===== config.mk =====
export PLATFORM = sky130hd
export DESIGN_NAME = multicycle_ctrl
export DESIGN_NICKNAME = d
export VERILOG_FILES = /design/src/rtl/multicycle_ctrl.sv
export SDC_FILE = /design/constraint.sdc
export NUM_CORES = 1
export LEC_CHECK = 0
export ABC_AREA = 1
export BUFFER_PORTS_ARGS = -buffer_cell sky130_fd_sc_hd__buf_2
export CAP_MARGIN = 10
export CORE_MARGIN = 10
export CORE_UTILIZATION = 55
export CTS_CLUSTER_DIAMETER = 120
export DETAILED_ROUTE_END_ITERATION = 8
export HOLD_SLACK_MARGIN = 0.05
export PLACE_DENSITY = 0.8
export SLEW_MARGIN = 20
export SYNTH_ARGS = -nofsm -noshare
export SYNTH_HDL_FRONTEND = slang
export SYNTH_SLANG_ARGS = --single-unit

===== constraint.sdc =====
create_clock -name clk -period 1.66 [get_ports clk]
set_input_delay 0.332 -clock clk [delete_from_list [all_inputs] [get_ports clk]]
set_output_delay 0.332 -clock clk [all_outputs]
set_load 0.005 [all_outputs]

===== src/rtl/multicycle_ctrl.sv =====
// Multi-cycle control sequencer for the RV32I core. It walks each instruction
// through fetch, decode, execute, memory and write-back, and traps on an illegal opcode or a bus timeout.
module multicycle_ctrl #(
    parameter int unsigned MEM_TIMEOUT = 255
) (
    input  logic        clk,
    input  logic        rst_n,
    input  logic [6:0]  opcode,
    input  logic        branch_taken,
    output logic        imem_req,
    input  logic        imem_ready,
    output logic        ir_we,
    output logic        dmem_req,
    output logic        dmem_we,
    input  logic        dmem_ready,
    output logic        pc_we,
    output logic [1:0]  pc_sel,
    output logic        rf_we,
    output logic [1:0]  wb_sel,
    output logic        alu_a_pc,
    output logic        alu_b_imm,
    output logic        illegal,
    output logic        bus_err,
    output logic [2:0]  state,
    output logic [31:0] retire_count
);

    // Handshake: imem_req/dmem_req stay high until the matching ready is seen;
    // a transfer completes in the cycle where req and ready are both high.

    typedef enum logic [2:0] {
        ST_RESET   = 3'd0,
        ST_FETCH   = 3'd1,
        ST_DECODE  = 3'd2,
        ST_EXECUTE = 3'd3,
        ST_MEM     = 3'd4,
        ST_WB      = 3'd5,
        ST_TRAP    = 3'd6
    } state_t;

    typedef enum logic [3:0] {
        CL_R      = 4'd0,
        CL_IMM    = 4'd1,
        CL_LOAD   = 4'd2,
        CL_STORE  = 4'd3,
        CL_BRANCH = 4'd4,
        CL_JAL    = 4'd5,
        CL_JALR   = 4'd6,
        CL_LUI    = 4'd7,
        CL_AUIPC  = 4'd8,
        CL_NONE   = 4'd9
    } op_class_t;

    localparam logic [1:0] PC_PLUS4 = 2'b00;
    localparam logic [1:0] PC_IMM   = 2'b01;
    localparam logic [1:0] PC_JALR  = 2'b10;

    localparam logic [1:0] WB_ALU   = 2'b00;
    localparam logic [1:0] WB_LOAD  = 2'b01;
    localparam logic [1:0] WB_LINK  = 2'b10;
    localparam logic [1:0] WB_IMM   = 2'b11;

    localparam int WAIT_W = (MEM_TIMEOUT > 1) ? $clog2(MEM_TIMEOUT + 1) : 1;
    localparam logic [WAIT_W-1:0] WAIT_LIMIT = WAIT_W'(MEM_TIMEOUT);
    localparam logic TIMEOUT_ON = (MEM_TIMEOUT != 0);

    state_t            state_q, state_d;
    op_class_t         class_q, class_d;
    logic [WAIT_W-1:0] wait_q, wait_d;
    logic [31:0]       retire_q, retire_d;
    logic              illegal_q, illegal_d;
    logic              bus_err_q, bus_err_d;

    logic              retire_inc;
    logic              mem_wait;
    logic              sel_a_pc;
    logic              sel_b_imm;

    function automatic op_class_t classify(input logic [6:0] op);
        case (op)
            7'b0110011: return CL_R;
            7'b0010011: return CL_IMM;
            7'b0000011: return CL_LOAD;
            7'b0100011: return CL_STORE;
            7'b1100011: return CL_BRANCH;
            7'b1101111: return CL_JAL;
            7'b1100111: return CL_JALR;
            7'b0110111: return CL_LUI;
            7'b0010111: return CL_AUIPC;
            default:    return CL_NONE;
        endcase
    endfunction

    always_ff @(posedge clk) begin
        if (!rst_n) begin
            state_q   <= ST_RESET;
            class_q   <= CL_NONE;
            wait_q    <= '0;
            retire_q  <= '0;
            illegal_q <= 1'b0;
            bus_err_q <= 1'b0;
        end else begin
            state_q   <= state_d;
            class_q   <= class_d;
            wait_q    <= wait_d;
            retire_q  <= retire_d;
            illegal_q <= illegal_d;
            bus_err_q <= bus_err_d;
        end
    end

    always_comb begin
        state_d    = state_q;
        class_d    = class_q;
        wait_d     = wait_q;
        illegal_d  = illegal_q;
        bus_err_d  = bus_err_q;
        retire_inc = 1'b0;
        mem_wait   = 1'b0;

        imem_req   = 1'b0;
        ir_we      = 1'b0;
        dmem_req   = 1'b0;
        dmem_we    = 1'b0;
        pc_we      = 1'b0;
        pc_sel     = PC_PLUS4;
        rf_we      = 1'b0;
        wb_sel     = WB_ALU;
        alu_a_pc   = 1'b0;
        alu_b_imm  = 1'b0;

        sel_a_pc  = (class_q == CL_AUIPC) || (class_q == CL_BRANCH) || (class_q == CL_JAL);
        sel_b_imm = (class_q == CL_IMM) || (class_q == CL_LOAD) ||
                    (class_q == CL_STORE) || (class_q == CL_JALR);

        case (state_q)
            ST_RESET: begin
                state_d = ST_FETCH;
            end

            ST_FETCH: begin
                imem_req = 1'b1;
                if (imem_ready) begin
                    ir_we   = 1'b1;
                    state_d = ST_DECODE;
                end else begin
                    mem_wait = 1'b1;
                end
            end

            ST_DECODE: begin
                class_d = classify(opcode);
                if (class_d == CL_NONE) begin
                    state_d   = ST_TRAP;
                    illegal_d = 1'b1;
                end else begin
                    state_d = ST_EXECUTE;
                end
            end

            ST_EXECUTE: begin
                alu_a_pc  = sel_a_pc;
                alu_b_imm = sel_b_imm;
                case (class_q)
                    CL_BRANCH: begin
                        pc_we      = 1'b1;
                        pc_sel     = branch_taken ? PC_IMM : PC_PLUS4;
                        retire_inc = 1'b1;
                        state_d    = ST_FETCH;
                    end
                    CL_LOAD, CL_STORE: state_d = ST_MEM;
                    default:           state_d = ST_WB;
                endcase
            end

            ST_MEM: begin
                // Operand selects stay up so the address is stable for the whole access.
                alu_a_pc  = sel_a_pc;
                alu_b_imm = sel_b_imm;
                dmem_req  = 1'b1;
                dmem_we   = (class_q == CL_STORE);
                if (dmem_ready) begin
                    if (class_q == CL_STORE) begin
                        pc_we      = 1'b1;
                        pc_sel     = PC_PLUS4;
                        retire_inc = 1'b1;
                        state_d    = ST_FETCH;
                    end else begin
                        state_d = ST_WB;
                    end
                end else begin
                    mem_wait = 1'b1;
                end
            end

            ST_WB: begin
                alu_a_pc   = sel_a_pc;
                alu_b_imm  = sel_b_imm;
                rf_we      = 1'b1;
                pc_we      = 1'b1;
                retire_inc = 1'b1;
                state_d    = ST_FETCH;
                case (class_q)
                    CL_LOAD: wb_sel = WB_LOAD;
                    CL_JAL: begin
                        wb_sel = WB_LINK;
                        pc_sel = PC_IMM;
                    end
                    CL_JALR: begin
                        wb_sel = WB_LINK;
                        pc_sel = PC_JALR;
                    end
                    CL_LUI:  wb_sel = WB_IMM;
                    default: wb_sel = WB_ALU;
                endcase
            end

            ST_TRAP: begin
                state_d = ST_TRAP;
            end

            default: begin
                state_d = ST_RESET;
            end
        endcase

        // The limit is compared against the registered count, so a ready that
        // arrives in the limit cycle still completes the transfer.
        if (mem_wait && TIMEOUT_ON && (wait_q == WAIT_LIMIT)) begin
            state_d   = ST_TRAP;
            bus_err_d = 1'b1;
        end

        if (state_d != state_q) begin
            wait_d = '0;
        end else if (mem_wait) begin
            wait_d = wait_q + WAIT_W'(1);
        end

        retire_d = retire_inc ? (retire_q + 32'd1) : retire_q;
    end

    assign state        = state_q;
    assign retire_count = retire_q;
    assign illegal      = illegal_q;
    assign bus_err      = bus_err_q;

endmodule


After elaboration in Yosys (flattened, before gate mapping)
Index checks and enable logic that the tools add are counted.
W data, S select, Z words.
Word-level totals
  register bits: 49
  bits in latches: 0
  bits in writable memories: 0
  ROM bits: 0
  input bits: 12
  output and inout port bits: 49
  word-level logic and storage cells: 78
  memories: 0
Cells by class
  add/subtract/negate cells: 2
  multipliers: 0
  divide/modulo/power cells: 0
  $lt $le $gt $ge: 0
  equal/unequal tests: 26
  shift-type cells: 0
  muxes and demuxes: 30
  bitwise logic cells: 1
  reduce and logical (&&, ||, !) cells: 13
Operators by type and width (count)
  $pmux W4 S9: 1
  $add A32 B1 Y32 const B: 1
  $eq A7 B6 Y1 const B: 3
  $eq A7 B7 Y1 const B: 3
  $pmux W3 S6: 1
  $eq A4 B3 Y1 const B: 4
  $mux W1: 15
  $mux W3: 5
  $eq A7 B5 Y1 const B: 2
  $eq A3 B3 Y1 const B: 3
  $add A8 B1 Y8 const B: 1
  $eq A4 B2 Y1 const B: 2
  $eq A4 B4 Y1 const B: 2
  $eq A8 B8 Y1 const B: 1
  $pmux W2 S2: 2
  $reduce_or A2 Y1: 4
  $eq A7 B2 Y1 const B: 1
  $eq A3 B2 Y1 const B: 2
  $pmux W2 S3: 1
  $pmux W3 S2: 1
  $logic_or A1 B1 Y1: 5
  $eq A4 B1 Y1 const B: 1
  $mux W4: 1
  $eq A3 B1 Y1 const B: 1
  9 further kinds: 9

Longest topological paths before layout
  depth in word-level cells: 9
  mapped depth: 12
  mapped depth without buffers: 12

Worst setup path before layout
Ideal clock, no wire load.
  path type: reg-to-reg
  start point: register retire_q[0], in the netlist retire_count[0]
  end point: register retire_q[30], in the netlist retire_count[30]
  setup time: 0.117 ns
  data arrival time: 1.459 ns
  required time: 1.543 ns
  path slack: 0.084 ns
  cell stages (with the launch flop): 11
  path buffers: 0
  clock period less this slack: 1.576 ns
  path through: dfxtp_1 ha_1 nand3_1 inv_1 nand2_1 nor2_1 nand3_4 nor2_2 nand2_1 o21ai_1 a21oi_1
Between the ends
  word-level cells in the longest chain between the ends: 1
RTL lines
  start: declaration: RTL line 70  | logic [31:0] retire_q, retire_d;
  start signal: assignment: RTL line 106  | retire_q <= retire_d;
  $add A32 B1 Y32: RTL line 240  | retire_d = retire_inc ? (retire_q + 32'd1) : retire_q;
Every way passes these cells.
A chain may end at the register's enable or synchronous reset.

Worst setup path in the final report
  start point: register class_q[2]
  end point: output port pc_sel[0]
Between the ends
  word-level cells in the longest chain between the ends: 3
  elaborated cells between the ends (all ways): 6
  classes of those cells: 3 x eq/ne; 3 x mux
RTL lines
  start: declaration: RTL line 68  | op_class_t class_q, class_d;
  start signal: assignment: RTL line 104  | class_q <= class_d;
  $eq A4 B3 Y1, on equally long branches: RTL line 203, 164
  $pmux W2 S2 or $mux W1 (tied branches): RTL line 203, 164
  $pmux W2 S2 (*): RTL line 136  | case (state_q)
  end: declaration: RTL line 17  | output logic [1:0] pc_sel,
Mark *: on every way between the ends. The rest lies on a longest branch, timed or not.

==> results.sh <==
export IMPL_drt_iter0_drc=258
export IMPL_top_level_ports=61
export IMPL_fmax_mhz=566
export IMPL_grt_pass1_vias=3014
export IMPL_synth_area_mux_share_pct=0.344
export IMPL_synth_compound_area_share_pct=11.7
export IMPL_hpwl_um=6100
export IMPL_rsz0062_at_grt="true"
export IMPL_cts_buffers=5
export IMPL_period_minus_slack_ns=1.77
export IMPL_synth_edf_count=0
export IMPL_violations="negative setup slack"
export IMPL_internal_power_w=0.00165
export IMPL_drt_wl_total_um=9130
export IMPL_timing_hold_ws_ns=0.384
export IMPL_setup_ws_ns=-0.107
export IMPL_gp_congestion=0.903
export IMPL_place_area_um2=3520
export IMPL_ys_flop_type="dfxtp_1"
export IMPL_power_w=0.00234
export IMPL_stdcell_area_um2=4030
export IMPL_path_class="flip-flop to primary output"
export IMPL_insertion_delay_ns=0.32
export IMPL_crit_path_max_fanout=3
export IMPL_io_buffers=60
export IMPL_path_delay_family="flip-flops"
export IMPL_switchingPower_w=0.000693
export IMPL_relSlewSlack_pct=77.6
export IMPL_crit_buf_inv=4
export IMPL_pwr_share_clk_pct=32.0
export IMPL_avgSynthCellArea_um2=6.66
export IMPL_wl_per_cell_um=14.7
export IMPL_drc_errors=0
export IMPL_vdd_drop_max_mv=0.428
export IMPL_synth_area_leader_cell="dfxtp_1"
export IMPL_ys_seq_elements=49
export IMPL_worstMarginPinSlew_ns=0.333
export IMPL_yosysSeqAreaShare_pct=33.7
export IMPL_synthAdderAreaFrac_pct=0.860
export IMPL_fp_dieH_um=92.7
export IMPL_die_area_um2=8600
export IMPL_dp_slack_ns=-0.0307
export IMPL_clock_path_buffers=2
export IMPL_setup_viol=6
export IMPL_cts_root_buffer="clkbuf_8"
export IMPL_core_area_um2=5110
export IMPL_synth_area_leaders="dfxtp_1 (34%), nand2_1 (13%), inv_1 (7.4%)"
export IMPL_vias_per_cell=5.47
export IMPL_drive_gt1_share_pct=36.2
export IMPL_synth_top_family_by_area="simple AND/OR/NAND/NOR gates"
export IMPL_grt_max_degree=18
export IMPL_crit_chain="inv_4, nor2_4, buf_6, inv_4, nor2_4, a32o_1, buf_2"
export IMPL_min_path_type="input port to flip-flop"
export IMPL_hold_violations=0
export IMPL_met2WireLength_um=4370
export IMPL_layout_nets=562
export IMPL_end_kind="primary output"
export IMPL_async_flop_share_pct=0
export IMPL_syn_to_final_growth_pct=38.5
export IMPL_cts_tree="built"
export IMPL_leakagePower_nw=1.77
export IMPL_p_per_area_nw_per_um2=581
export IMPL_max_cap_violations=0
export IMPL_grt_pass1_wl_um=13200
export IMPL_finalCritPeriodShare_pct=106
export IMPL_finClkSkew_ns=0.0114
export IMPL_syn_instance_count=437
export IMPL_swShare_pct=29.6
export IMPL_synth_cell_types=37
export IMPL_n_fill_cell=355
export IMPL_pwr_share_seq_pct=52.6
export IMPL_required_ns=1.33
export IMPL_comb_power_share_pct=15.4
export IMPL_initial_core_util_pct=57.0
export IMPL_drt_met1_wl_um=3760
export IMPL_cts_sinks=49
export IMPL_htreeDepth=2
export IMPL_core_rowCount=26
export IMPL_clk_pin_slew_ns=0.10
export IMPL_netlist_area_um2=2910
export IMPL_synth_xor_area_share_pct=6.02
export IMPL_dr_total_vias=3388
export IMPL_cp_slowest_cell="dfxtp_4"
export IMPL_drv_slew=0
export IMPL_run_status="finished, violations left"
export IMPL_cp_arrival_ns=1.43
export IMPL_max_stage_delay_ns=0.40
export IMPL_synth_nets=451
export IMPL_startpoint_type="flip-flop"
export IMPL_antenna_diode_count=0
export IMPL_synth_top_area_share_pct=33.7
export IMPL_grt_use_total_pct=18.1
export IMPL_routed_top_layer="met4"
export IMPL_antenna_left=0
export IMPL_grt_overflow=0
export IMPL_antenna_found_initial=0
export IMPL_route_met3_wl_um=664
export IMPL_synth_warnings=0
export IMPL_synthSimpleGateAreaFrac_pct=38.3
export IMPL_fin_tns_setup_ns=-0.264
export IMPL_first_pass_iters=5
export IMPL_die_width_um=92.7
[layout make-up]
class / instances / area (um2) / share of cell area, %
clock buffers: 5 / 68.8 / 1.71
clock inverters: 3 / 26.3 / 0.652
inverters: 61 / 244 / 6.05
multi-input cells: 321 / 1910 / 47.3
flip-flops and latches: 49 / 1010 / 25.1
well taps: 70 / 87.6 / 2.17
repair buffers: 110 / 687 / 17.0
[logic make-up after synthesis]
family,Yosys count
XOR/XNOR,20
AO/OA/AOI/OAI,63
multiplexers,1
buffers and inverters,67
AND/OR/NAND/NOR,235
flip-flops,49
adder cells (fa/ha/maj),2
[layer usage]
metal	up-vias	global-route usage, %
met3	35	4.68
met2	152	30.9
met4	0	6.17
met1	1554	21.4
li1	1647	-
met5	-	0
[worst paths after layout]
check,start,to,slack [ns],cells past startpoint
worst max-delay path,class_q[2],pc_sel[0],-0.11,7
worst min-delay path,opcode[3],class_q[2],0.38,4
worst max register to register,class_q[2],retire_count[14],-0.08,11
worst min register to register,bus_err,bus_err,0.46,2
[power groups by stage]
stage	Sequential (W)	Clock [W]	Combinational (W)
after floorplan	0.00124	0	0.000166
after detailed placement	0.00125	0	0.000268
after global routing	0.00123	0.000801	0.000390
after global placement	0.00125	0	0.000262
final	0.00123	0.000750	0.000359
after CTS	0.00123	0.000752	0.000291
[state kept, by name, summed over array words and instances (netlist names)]
register	count
bus_err	1
class_q	4
illegal	1
retire_count	32
state	3
wait_q	8
[cells in the final DEF, fill, tap and decap left out, drive strengths merged]
master  instances
o311ai          1
nand4          11
nor3b           1
inv            61
mux2i           1
clkbuf          5
clkinv          3
o211ai          1
o21bai          2
a32o            1
xor2           11
a31oi           1
ha              2
a21oi          33
buf           110
a211oi          1
dfxtp          49
nand3          22
and3            6
nand2         109
nor2           53
nor4            3
xnor2           9
a41oi           1
o21ai          21
o21a            1
nor3           30
[repair_timing]
item | CTS | global route
pin swaps | 4 | 17
setup endpoints to repair | 20 | 45
setup buffers | 5 | 11
hold buffers | 0 | 0
gates resized for setup | 26 | 65
[synthesized netlist by cell type, types with 2 or more instances]
cell type  number
nand2_1       101
nand2_2         5
ha_1            2
clkbuf_1        3
nor3_1         25
xnor2_1         9
xor2_1         11
a21oi_1        33
buf_2           2
nand2_4         3
inv_2           3
nor2_2          6
and3_1          6
nor2_4          3
dfxtp_1        49
o21ai_0        19
nor3_2          5
nor2_1         44
o21bai_1        2
nand3_1        20
nand4_1        11
nor4_1          3
inv_1          57
o21ai_1         2
[per-stage QoR]
step | utilization, % | std cells
2_1_floorplan | - | 437
3_3_place_gp | 68.9 | 595
3_5_place_dp | 68.9 | 595
4_1_cts | 72.6 | 608
5_1_grt | 78.9 | 619
6_report | 78.9 | 619
[worst register-to-register path: stages, from the launching register on]
cell and delay [ns]:
dfxtp_4 0.40, inv_4 0.05, nor2_4 0.09, nand2_2 0.09, nor2_4 0.13, nor2_2 0.06
nand2_4 0.09, buf_6 0.13, buf_4 0.17, nand3_1 0.13, xor2_1 0.25, nor2_1 0.06
Power figures use the tool's default switching activity.
